[config.mk]
export PLATFORM = sky130hd
export DESIGN_NAME = encoder_4to2
export DESIGN_NICKNAME = d
export VERILOG_FILES = /design/src/rtl/enc_pkg.sv /design/src/rtl/enc4_core.sv /design/src/rtl/encoder_4to2.sv
export SDC_FILE = /design/constraint.sdc
export NUM_CORES = 1
export LEC_CHECK = 0
export ABC_AREA = 0
export CORE_AREA = 2 2 39 41
export DETAILED_ROUTE_END_ITERATION = 16
export DIE_AREA = 0 0 41 43
export GPL_TIMING_DRIVEN = 0
export PLACE_DENSITY_LB_ADDON = 0.05
export SYNTH_ARGS = -nofsm -noshare
export SYNTH_HDL_FRONTEND = slang
export SYNTH_SLANG_ARGS = --single-unit
[constraint.sdc]
create_clock -name clk -period 4.4 [get_ports clk]
set_input_delay 0.88 -clock clk [delete_from_list [all_inputs] [get_ports clk]]
set_output_delay 0.88 -clock clk [all_outputs]
set_load 0.03 [all_outputs]
[src/rtl/enc_pkg.sv]
// Shared definitions for the 4-to-2 encoder: bus widths, index type and one-hot table.
package enc_pkg;

    localparam int unsigned ENC_IN_W  = 4;
    localparam int unsigned ENC_OUT_W = 2;

    typedef logic [ENC_OUT_W-1:0] enc_idx_t;

    // Legal one-hot request codes, indexed by the position of the set bit
    localparam logic [ENC_IN_W-1:0] OH0 = 4'b0001;
    localparam logic [ENC_IN_W-1:0] OH1 = 4'b0010;
    localparam logic [ENC_IN_W-1:0] OH2 = 4'b0100;
    localparam logic [ENC_IN_W-1:0] OH3 = 4'b1000;

endpackage : enc_pkg

[src/rtl/enc4_core.sv]
// Combinational 4-to-2 priority encoder core.
//   din       : request vector
//   idx_c     : index of the selected set bit (highest or lowest per PRIO_HIGH)
//   any_c     : at least one bit of din is set
//   multi_c   : two or more bits of din are set
module enc4_core
    import enc_pkg::*;
#(
    parameter bit PRIO_HIGH = 1'b1
) (
    input  logic [ENC_IN_W-1:0] din,
    output enc_idx_t            idx_c,
    output logic                any_c,
    output logic                multi_c
);

    // Index selection: the last match in scan order wins, so scan order sets priority
    always_comb begin
        idx_c = '0;
        if (PRIO_HIGH) begin
            for (int i = 0; i < int'(ENC_IN_W); i++) begin
                if (din[i]) idx_c = enc_idx_t'(i);
            end
        end else begin
            for (int i = int'(ENC_IN_W) - 1; i >= 0; i--) begin
                if (din[i]) idx_c = enc_idx_t'(i);
            end
        end
    end

    // Anything non-zero that is not a legal one-hot code has two or more bits set
    always_comb begin
        any_c   = |din;
        multi_c = any_c && !(din inside {OH0, OH1, OH2, OH3});
    end

endmodule : enc4_core

[src/rtl/encoder_4to2.sv]
// Registered 4-to-2 binary encoder with multi-hot detection and a saturating
// error counter. One cycle of latency, new din accepted every cycle.
//   clk      : clock, all state updates on the rising edge
//   rst      : synchronous active-high reset
//   din      : request vector, ideally one-hot
//   dout     : registered index of the selected set bit
//   valid    : registered, at least one din bit was set
//   err      : registered, more than one din bit was set
//   err_cnt  : number of cycles err was asserted, saturating at all-ones
module encoder_4to2
    import enc_pkg::*;
#(
    parameter bit          PRIO_HIGH = 1'b1,
    parameter int unsigned ERR_CNT_W = 8
) (
    input  logic                 clk,
    input  logic                 rst,
    input  logic [ENC_IN_W-1:0]  din,
    output logic [ENC_OUT_W-1:0] dout,
    output logic                 valid,
    output logic                 err,
    output logic [ERR_CNT_W-1:0] err_cnt
);

    enc_idx_t             idx_c;
    logic                 any_c;
    logic                 multi_c;

    enc_idx_t             dout_q;
    logic                 valid_q;
    logic                 err_q;
    logic [ERR_CNT_W-1:0] err_cnt_q;
    logic [ERR_CNT_W-1:0] err_cnt_d;

    enc4_core #(
        .PRIO_HIGH (PRIO_HIGH)
    ) u_core (
        .din     (din),
        .idx_c   (idx_c),
        .any_c   (any_c),
        .multi_c (multi_c)
    );

    // Counter advances on the same edge that registers err=1, and holds at all-ones
    always_comb begin
        err_cnt_d = err_cnt_q;
        if (multi_c && (err_cnt_q != '1)) begin
            err_cnt_d = err_cnt_q + ERR_CNT_W'(1);
        end
    end

    // Output and counter registers; reset discards whatever din was presented
    always_ff @(posedge clk) begin
        if (rst) begin
            dout_q    <= '0;
            valid_q   <= 1'b0;
            err_q     <= 1'b0;
            err_cnt_q <= '0;
        end else begin
            dout_q    <= idx_c;
            valid_q   <= any_c;
            err_q     <= multi_c;
            err_cnt_q <= err_cnt_d;
        end
    end

    assign dout    = dout_q;
    assign valid   = valid_q;
    assign err     = err_q;
    assign err_cnt = err_cnt_q;

endmodule : encoder_4to2

==> out/qor.json <==
{
  "cap_violations": {"value": 0},
  "tritoncts": {"value": "built"},
  "yosys_warnings": {"value": 0},
  "ant_nets": {"value": 0},
  "clock_tree.buffer_depth": {"value": 2},
  "cts-buffers-inserted": {"value": 3},
  "drt-wirelength-per-cell": {"value": 11.0, "unit": "µm"},
  "reg2reg_slack": {"value": 2710, "unit": "ps"},
  "count_of_pins_over_their_slew_limit": {"value": 0},
  "design_power_total": {"value": 224, "unit": "µW"},
  "detailedRoute.firstPassIterationCount": {"value": 4},
  "cp_cell_sequence": {"value": "clkdlybuf4s50_1, a211oi_1, or2_1, buf_6, nor4_1, mux2_1"},
  "hold_start": {"value": "err_cnt[1]"},
  "core_area": {"value": 0.00138, "unit": "mm²"},
  "dp_hpwl": {"value": 782, "unit": "µm"},
  "area_delta_synth_final": {"value": 39.3, "unit": "%"},
  "setup_tns": {"value": 0, "unit": "ps"},
  "min_delay_worst_endpoint": {"value": "err_cnt[1]"},
  "setup-violations-final": {"value": 0},
  "die_h": {"value": 43, "unit": "µm"},
  "antenna_violations_before_repair": {"value": 0},
  "final_layout_size_suffix_gt1_share": {"value": 6.10, "unit": "%"},
  "syn_avg_cell_area": {"value": 8.74, "unit": "µm²"},
  "rsz0062_at_grt": {"value": "false"},
  "port_buffers": {"value": 17},
  "via_count": {"value": 502},
  "cts.repair.resized": {"value": 0},
  "post_synth_num_cell_types": {"value": 24},
  "gp_routability_congestion": {"value": 0.660},
  "synth_area_leader_cell": {"value": "sky130_fd_sc_hd__dfxtp_1"},
  "finalCriticalPeriod": {"value": 2420, "unit": "ps"},
  "power_density": {"value": 296, "unit": "mW/mm²"},
  "finalHoldViolations": {"value": 0},
  "crit_slowest_cell": {"value": "sky130_fd_sc_hd__clkdlybuf4s50_1"},
  "starting_density_of_the_core": {"value": 39.2, "unit": "%"},
  "post_synth_inst_count": {"value": 62},
  "synthTopCellsByArea": {"value": "sky130_fd_sc_hd__dfxtp_1 (44%), sky130_fd_sc_hd__nor2_1 (6.2%), sky130_fd_sc_hd__a21oi_1 (5.5%), sky130_fd_sc_hd__mux2_1 (4.2%), sky130_fd_sc_hd__o31ai_1 (4.2%)"},
  "nets": {"value": 91},
  "start_kind": {"value": "input port"},
  "criticalPathCategory": {"value": "input port to register"},
  "timing.rr.start": {"value": "err_cnt[0]"},
  "worst_path_largest_cell_delay": {"value": 520, "unit": "ps"},
  "cp_max_fo": {"value": 10},
  "rr_endpoint": {"value": "err_cnt[7]"},
  "die_x": {"value": 41, "unit": "µm"},
  "drt_drc": {"value": 0},
  "total_leakage_power": {"value": 0.000268, "unit": "µW"},
  "synth_seq_area_share": {"value": 44.3, "unit": "%"},
  "yosys_register_bits": {"value": 12},
  "clk_transition_reported_paths": {"value": 70, "unit": "ps"},
  "run_status": {"value": "completed"},
  "irDropWorstVdd": {"value": 0.184, "unit": "mV"},
  "via_count_of_the_first_global_routing_pass": {"value": 449},
  "wire_length_of_the_first_global_routing_pass": {"value": 1830, "unit": "µm"},
  "final_util": {"value": 54.5, "unit": "%"},
  "critical_path.endpoint_type": {"value": "register"},
  "cts_sinks": {"value": 12},
  "yosysTopAreaCellShare": {"value": 44.3, "unit": "%"},
  "totalWireLength": {"value": 1080, "unit": "µm"},
  "critical_path_arrival": {"value": 2570, "unit": "ps"},
  "layout.cell_area.non_filler": {"value": 754, "unit": "µm²"},
  "groute.usage.overall": {"value": 15.6, "unit": "%"},
  "finalCritPeriodShare": {"value": 55.0, "unit": "%"},
  "io-pin-count": {"value": 18},
  "cts_setup_buffers": {"value": 0},
  "antenna_cells": {"value": 0},
  "synth_area": {"value": 542, "unit": "µm²"},
  "worst_slew_pin_slew": {"value": 539, "unit": "ps"},
  "pin_count_of_the_biggest_net_entering_global_routing": {"value": 11},
  "hold_class": {"value": "register to register"},
  "worst-r2r-cell-count": {"value": 5},
  "rows": {"value": 14},
  "hold_depth": {"value": 2},
  "finClkSkew": {"value": 6.09, "unit": "ps"},
  "drt-vias-per-instance": {"value": 5.12},
  "clkLatencyLatePin": {"value": 270, "unit": "ps"},
  "critical-path-top-delay-family": {"value": "buffers and inverters"},
  "post_dp_cell_area": {"value": 732, "unit": "µm²"},
  "holdBufCountCts": {"value": 0},
  "max_slew_margin": {"value": 63.9, "unit": "%"},
  "required": {"value": 4550, "unit": "ps"},
  "timing.fmax": {"value": 0.413, "unit": "GHz"},
  "syn_nets": {"value": 69},
  "die-area": {"value": 0.00176, "unit": "mm²"},
  "path_buf_inv": {"value": 2},
  "global_route.overflow_total": {"value": 0},
  "cts-root-buf": {"value": "sky130_fd_sc_hd__clkbuf_4"},
  "cts_htree_levels": {"value": 1},
  "detail_route.iter0.violations": {"value": 17}
}
==> worst max path at each step <==
stage	start	end	slack [ps]	cells past startpoint
floorplan	din[2]	err_cnt[5]	2380	5
global placement	din[2]	err_cnt[7]	1720	6
detailed placement	din[3]	err_cnt[7]	1700	6
CTS	din[2]	err_cnt[7]	1960	6
global route	din[3]	err_cnt[7]	1850	6
finish	din[2]	err_cnt[7]	1980	6
==> cells in the final DEF (no fill, tap or decap), types with 3 or more instances in the layout <==
| master | n |
|---|---|
| sky130_fd_sc_hd__a21oi_1 | 6 |
| sky130_fd_sc_hd__clkbuf_4 | 3 |
| sky130_fd_sc_hd__nand3_1 | 3 |
| sky130_fd_sc_hd__inv_1 | 3 |
| sky130_fd_sc_hd__nor4_1 | 3 |
| sky130_fd_sc_hd__nor2_1 | 9 |
| sky130_fd_sc_hd__o31ai_1 | 3 |
| sky130_fd_sc_hd__clkdlybuf4s50_1 | 17 |
| sky130_fd_sc_hd__dfxtp_1 | 12 |
==> where the power goes <==
group	switching, µW	internal, µW
logic	22.2	19.2
clock network	33.8	31.6
registers	3.19	114
==> cells in the mapped netlist, drive strengths merged <==
master,count
mux2,2
or2,1
nor4,3
a31oi,1
a211oi,2
nand3,3
mux2i,1
nor2,9
or3,2
nand2b,2
dfxtp,12
nand2,2
nor3,1
clkbuf,1
a21oi,6
ha,1
nand4,1
or4,2
buf,1
o21a,1
nor2b,1
inv,3
o31ai,3
o21ai,1
==> registers in the layout (all words and copies together) (netlist names) <==
name     flops
valid        1
err          1
err_cnt      8
dout         2
==> through the flow <==
stage	hold WS, ps	setup slack, ps	instances
final	512	1980	98
after global routing	545	1850	98
after CTS	520	1960	98
after detailed placement	510	1700	95
after global placement	502	1720	95
after floorplan	620	2380	62
==> layout make-up <==
type	count	area (µm²)
Sequential cell	12	240
Timing Repair Buffer	17	170
Tap cell	16	20.0
Clock buffer	3	22.5
Multi-Input combinational cell	45	275
Fill cell	135	629
Buffer	2	15.0
Inverter	3	11.3
==> layer usage <==
| layer | vias up | wire, µm | GRT usage [%] |
|---|---|---|---|
| met5 | - | 0 | 0 |
| met4 | 0 | 0 | 6.00 |
| met3 | 0 | 70 | 9.42 |
| met2 | 14 | 477 | 22.2 |
| met1 | 223 | 527 | 18.5 |
| li1 | 265 | - | - |
==> cells by family after synthesis <==
family,Yosys count,share of synthesized area (%)
buffers and inverters,5,4.85
multiplexers,3,6.00
AO/OA/AOI/OAI,14,15.9
adder cells (fa/ha/maj),1,2.31
AND/OR/NAND/NOR,27,26.6
flip-flops,12,44.3
==> tightest hold or removal path, stage by stage (launching register included) <==
cell and delay, ps:
sky130_fd_sc_hd__dfxtp_1 340, sky130_fd_sc_hd__nand2b_1 70, sky130_fd_sc_hd__mux2i_1 60
Power figures use the tool's default switching activity.
